[src/rtl/wb_pkg.sv]
// Shared types for the register-file writeback arbiter.
package wb_pkg;

   localparam int unsigned ADDR_W = 5;
   localparam int unsigned DATA_W = 32;

   // One queued writeback: destination register and result.
   typedef struct packed {
      logic [ADDR_W-1:0] rd;
      logic [DATA_W-1:0] data;
   } wb_req_t;

   typedef enum logic {
      GRANT_A = 1'b0,
      GRANT_B = 1'b1
   } grant_t;

endpackage

[src/rtl/wb_fifo.sv]
// DEPTH-entry synchronous FIFO of writeback requests, with a per-slot
// valid/rd view so the owner can search queued destinations for hazards.
module wb_fifo
   import wb_pkg::*;
#(
   parameter int unsigned DEPTH = 2
) (
   input  logic                           clk,
   input  logic                           rst,
   input  logic                           push,
   input  wb_req_t                        push_req,
   input  logic                           pop,
   output wb_req_t                        head,
   output logic                           full,
   output logic                           empty,
   output logic [DEPTH-1:0]               entry_valid,
   output logic [DEPTH-1:0][ADDR_W-1:0]   entry_rd
);

   localparam int unsigned PTR_W = $clog2(DEPTH);

   wb_req_t            mem [DEPTH];
   logic [DEPTH-1:0]   valid;
   logic [PTR_W-1:0]   wr_ptr;
   logic [PTR_W-1:0]   rd_ptr;

   // Pointers coincide only when empty or full; the slot's valid bit tells which.
   assign full        = valid[wr_ptr];
   assign empty       = !valid[rd_ptr];
   assign head        = mem[rd_ptr];
   assign entry_valid = valid;

   // Pointer and occupancy update; pointers wrap naturally at DEPTH.
   always_ff @(posedge clk) begin
      if (rst) begin
         valid  <= '0;
         wr_ptr <= '0;
         rd_ptr <= '0;
      end else begin
         if (push && !full) begin
            valid[wr_ptr] <= 1'b1;
            wr_ptr        <= wr_ptr + PTR_W'(1);
         end
         if (pop && !empty) begin
            valid[rd_ptr] <= 1'b0;
            rd_ptr        <= rd_ptr + PTR_W'(1);
         end
      end
   end

   // Payload storage needs no reset; the valid bits qualify it.
   always_ff @(posedge clk) begin
      if (push && !full) begin
         mem[wr_ptr] <= push_req;
      end
   end

   // Destination view of every slot for the hazard compare.
   always_comb begin
      entry_rd = '0;
      for (int i = 0; i < int'(DEPTH); i++) begin
         entry_rd[i] = mem[i].rd;
      end
   end

endmodule

[src/rtl/regfile_writeback_arbiter.sv]
// Serialises writebacks from the ALU (A) and load unit (B) onto the single
// register-file write port, round-robin, and flags registers with writes pending.
module regfile_writeback_arbiter
   import wb_pkg::wb_req_t;
   import wb_pkg::grant_t;
   import wb_pkg::GRANT_A;
   import wb_pkg::GRANT_B;
#(
   parameter int unsigned DEPTH  = 2,
   parameter int unsigned ADDR_W = 5,
   parameter int unsigned DATA_W = 32
) (
   input  logic              clk,
   input  logic              rst,
   input  logic              a_valid,
   output logic              a_ready,
   input  logic [ADDR_W-1:0] a_rd,
   input  logic [DATA_W-1:0] a_data,
   input  logic              b_valid,
   output logic              b_ready,
   input  logic [ADDR_W-1:0] b_rd,
   input  logic [DATA_W-1:0] b_data,
   output logic              write_en,
   output logic [ADDR_W-1:0] write_reg,
   output logic [DATA_W-1:0] write_data,
   input  logic [ADDR_W-1:0] query_reg_1,
   input  logic [ADDR_W-1:0] query_reg_2,
   output logic              pending_1,
   output logic              pending_2
);

   wb_req_t                      a_req, b_req, a_head, b_head;
   logic                         a_push, b_push, a_full, b_full, a_empty, b_empty;
   logic                         grant_a, grant_b;
   logic [DEPTH-1:0]             a_entry_valid, b_entry_valid;
   logic [DEPTH-1:0][ADDR_W-1:0] a_entry_rd, b_entry_rd;
   grant_t                       last_grant;

   // Ready reflects only FIFO fullness; writes to x0 are accepted but dropped.
   assign a_ready = !rst && !a_full;
   assign b_ready = !rst && !b_full;
   assign a_push  = a_valid && a_ready && (a_rd != '0);
   assign b_push  = b_valid && b_ready && (b_rd != '0);
   assign a_req   = '{rd: a_rd, data: a_data};
   assign b_req   = '{rd: b_rd, data: b_data};

   wb_fifo #(.DEPTH(DEPTH)) u_fifo_a (
      .clk         (clk),
      .rst         (rst),
      .push        (a_push),
      .push_req    (a_req),
      .pop         (grant_a),
      .head        (a_head),
      .full        (a_full),
      .empty       (a_empty),
      .entry_valid (a_entry_valid),
      .entry_rd    (a_entry_rd)
   );

   wb_fifo #(.DEPTH(DEPTH)) u_fifo_b (
      .clk         (clk),
      .rst         (rst),
      .push        (b_push),
      .push_req    (b_req),
      .pop         (grant_b),
      .head        (b_head),
      .full        (b_full),
      .empty       (b_empty),
      .entry_valid (b_entry_valid),
      .entry_rd    (b_entry_rd)
   );

   // Round-robin grant: under contention, the source not granted last wins.
   always_comb begin
      grant_a = 1'b0;
      grant_b = 1'b0;
      if (!a_empty && (b_empty || last_grant == GRANT_B)) begin
         grant_a = 1'b1;
      end else if (!b_empty) begin
         grant_b = 1'b1;
      end
   end

   // Registered write port and grant history.
   always_ff @(posedge clk) begin
      if (rst) begin
         write_en   <= 1'b0;
         write_reg  <= '0;
         write_data <= '0;
         last_grant <= GRANT_B;
      end else if (grant_a) begin
         write_en   <= 1'b1;
         write_reg  <= a_head.rd;
         write_data <= a_head.data;
         last_grant <= GRANT_A;
      end else if (grant_b) begin
         write_en   <= 1'b1;
         write_reg  <= b_head.rd;
         write_data <= b_head.data;
         last_grant <= GRANT_B;
      end else begin
         write_en   <= 1'b0;
      end
   end

   // Hazard lookup over both queues and the output register; x0 never pends.
   always_comb begin
      pending_1 = write_en && (write_reg == query_reg_1);
      pending_2 = write_en && (write_reg == query_reg_2);
      for (int i = 0; i < int'(DEPTH); i++) begin
         if (a_entry_valid[i] && a_entry_rd[i] == query_reg_1) pending_1 = 1'b1;
         if (b_entry_valid[i] && b_entry_rd[i] == query_reg_1) pending_1 = 1'b1;
         if (a_entry_valid[i] && a_entry_rd[i] == query_reg_2) pending_2 = 1'b1;
         if (b_entry_valid[i] && b_entry_rd[i] == query_reg_2) pending_2 = 1'b1;
      end
      if (query_reg_1 == '0) pending_1 = 1'b0;
      if (query_reg_2 == '0) pending_2 = 1'b0;
   end

endmodule
[config.mk]
export PLATFORM = sky130hd
export DESIGN_NAME = regfile_writeback_arbiter
export DESIGN_NICKNAME = d
export VERILOG_FILES = /design/src/rtl/wb_pkg.sv /design/src/rtl/wb_fifo.sv /design/src/rtl/regfile_writeback_arbiter.sv
export SDC_FILE = /design/constraint.sdc
export NUM_CORES = 1
export LEC_CHECK = 0
export ABC_CLOCK_PERIOD_IN_PS = 12000
export CAP_MARGIN = 20
export CORE_ASPECT_RATIO = 1.4
export CORE_MARGIN = 2
export CORE_UTILIZATION = 40
export DETAILED_ROUTE_END_ITERATION = 7
export PLACE_DENSITY_LB_ADDON = 0.3
export SLEW_MARGIN = 10
export SYNTH_ARGS = -nofsm -noshare
export SYNTH_HDL_FRONTEND = slang
export SYNTH_SLANG_ARGS = --single-unit
[constraint.sdc]
create_clock -name clk -period 12 [get_ports clk]
set_input_delay 3 -clock clk [delete_from_list [all_inputs] [get_ports clk]]
set_output_delay 3 -clock clk [all_outputs]
set_load 0.02 [all_outputs]
==> reports/qor.txt <==
IO Count: 130
input/output buffers: 129
Net Sw Frac: 0.245
hold crit path type: register to register
Largest regs: u_fifo_a.mem x74, u_fifo_b.mem x74, write_data x32
Gate power share: 0.135
total track usage: 0.181
Min Hold Slack: 0.451 ns
flip-flop and latch count after synthesis: 197
clk buf depth: 2
Leak Pwr: 3.34 nW
CP Class: input port to output pin
Util after Layout: 0.516
top cells by area, synth: edfxtp_1 (56%), dfxtp_1 (12%), mux2_2 (10%), xor2_1 (4.4%), a22oi_1 (3.5%)
share of layout cells above drive strength 1: 0.183
ANT nets after route: 0
GRT overflow: 0
num rows: 61
CTS Buf Count: 17
NetSw: 0.000403 W
TritonCTS clock tree: built
clock share of power: 0.372
PostCTS Resize Cnt: 0
H-Tree Depth: 4
Nets: 751
Mapped Nets: 634
final period utilization: 0.673
CP required: 9.00 ns
first-pass GRT wire length: 27,700 um
DRC violations left: 0
pwr dens: 162 mW/mm^2
status: complete, no violations
Root Buffer: clkbuf_16
# Max-Cap Violations: 0
Peak VDD IR: 93.6 uV
Via Count: 4,813
# hold bufs at CTS: 0
Yosys Warn Count: 0
via/cell ratio: 5.19
Clock Sinks: 197
startpoint types: input port
Layout area overhead: 27.8%
Slew Viols, Final: 0
final setup violation count: 0
drt pass-1 iters: 4
vias in the first global route: 5,043
die height: 171 um
n_diodes: 0
internal power: 0.00124 W
Max Fanout on Critical Path: 6
Fmax: 124 MHz
Placer Congestion: 0.797
initial antenna violation count: 0
Post-Syn Area: 0.00794 sq mm
DR WL/cell: 20.0 um
Starting Density: 0.403
Seq pwr share: 0.493
die area: 0.0210 sq mm
Setup crit end kind: output pin
Layout Skew: 0.0155 ns
largest net degree at the start of global routing: 54
worst-skew pair later-pin latency: 0.43 ns
Yosys top cell area share: 0.560
synth unique cells: 33
synthesized area per cell: 14.5 sq um
Slew headroom: 0.264
total negative slack: 0 ns
Post-CTS Setup Inserts: 0
synthesized instance count: 546
RSZ-0062 raised after global routing: false
final wirelength: 18,500 um
dpl hpwl: 12,100 um
Iteration-0 DRC Markers: 200
fin crit period: 8.08 ns
crit path DAT: 5.08 ns
Hold Vio Cnt, Final: 0
core area: 0.0197 sq mm
post-synthesis sequential area ratio: 0.683
Slew @ Worst Pin: 1.10 ns
die width: 123 um
most area-hungry cell type in the Yosys netlist: edfxtp_1
Reg clk slew, reported paths: 0.07 ns
==> Yosys cell counts <==
library cell,instances
edfxtp_1,148
o22a_1,2
a22oi_1,37
nand2_1,41
nor4_1,11
buf_2,8
dfxtp_1,49
nor2b_1,3
inv_1,3
or4_1,4
o21ai_1,1
and3_1,1
a2111oi_2,1
o21ai_0,1
clkbuf_1,22
a311oi_1,3
buf_1,2
a211oi_1,3
mux2i_1,2
nand3_1,12
buf_4,1
o21a_1,1
nor3_1,3
mux2_2,74
and2_1,2
nor2_1,7
or2_2,1
xor2_1,40
buf_6,4
or3_1,1
a21oi_1,44
nor2_2,2
xnor2_1,12
==> kinds of logic after synthesis <==
logic type	synth area share
DFF	0.683
AOI/OAI and AO/OA	0.0752
and+or+nand+nor	0.0525
muxes	0.107
xor gates and xnor gates	0.0574
buffers and inverters	0.0244
==> metrics by stage <==
stage / worst slack (ns) / power [W] / std cells / cell area, sq um
after detailed placement: 3.91 / 0.00105 / 894 / 9460
after global placement: 3.98 / 0.00104 / 892 / 9410
after CTS: 3.91 / 0.00166 / 926 / 10100
final: 3.92 / 0.00164 / 928 / 10200
after global routing: 3.74 / 0.00170 / 928 / 10200
after floorplan: 4.67 / 0.000943 / 546 / 7940
==> worst paths after layout <==
check,from,endpoint,slack [ns],cells after the start
max,query_reg_2[3],pending_2,3.92,7
max reg2reg,u_fifo_a.entry_valid[1],write_data[27],9.67,5
min reg2reg,write_data[1],write_data[1],0.45,2
min,write_data[1],write_data[1],0.45,2
==> power by group through the flow <==
| stage | logic [W] | clock network [W] | registers (W) |
|---|---|---|---|
| CTS | 0.000222 | 0.000623 | 0.000811 |
| floorplan | 0.000117 | 0 | 0.000826 |
| detailed placement | 0.000222 | 0 | 0.000827 |
| finish | 0.000222 | 0.000611 | 0.000811 |
| global placement | 0.000215 | 0 | 0.000825 |
| global route | 0.000239 | 0.000650 | 0.000816 |
==> routing by layer <==
layer	up-vias	wire length [um]	track usage	share of wire
li1	2272	-	-	-
met1	2405	7250	0.202	0.39
met2	117	10400	0.340	0.56
met3	19	599	0.0327	0.032
met4	0	328	0.0637	0.018
met5	-	0	0	0
==> worst max-delay path, cell delays in order <==
cell and delay [ns]:
clkdlybuf4s50_1 0.58, xor2_1 0.21, nor4_1 0.28, nand3_1 0.12, nand3_1 0.11, o22a_1 0.15
clkdlybuf4s50_1 0.62
==> placed cells by master, fill, tap and decap left out, types with 2 or more instances in the layout <==
master	count
inv_8	2
or4_1	4
buf_16	2
mux2i_1	2
a311oi_1	3
a21oi_1	44
dfxtp_1	47
nand2_1	41
inv_6	3
nor2_4	4
edfxtp_1	148
dfxtp_2	2
mux2_2	74
and2_2	2
clkinvlp_4	2
buf_12	2
a22oi_1	37
nor2b_1	3
clkdlybuf4s50_1	128
a211oi_1	3
o22a_1	2
nor3_1	3
nand3_1	12
clkinv_2	2
xnor2_1	12
xor2_1	40
nor2_1	5
bufinv_16	4
nor4_1	10
clkbuf_16	17
inv_1	3
buf_4	2
==> layout make-up <==
cell class,count,area (sq um)
Sequential cell,197,5430
Timing Repair Buffer,135,1400
Clock buffer,17,425
Clock inverter,15,219
Tap cell,252,315
Multi-Input combinational cell,309,2360
Fill cell,1695,9540
Inverter,3,11.3
Power figures use the tool's default switching activity.
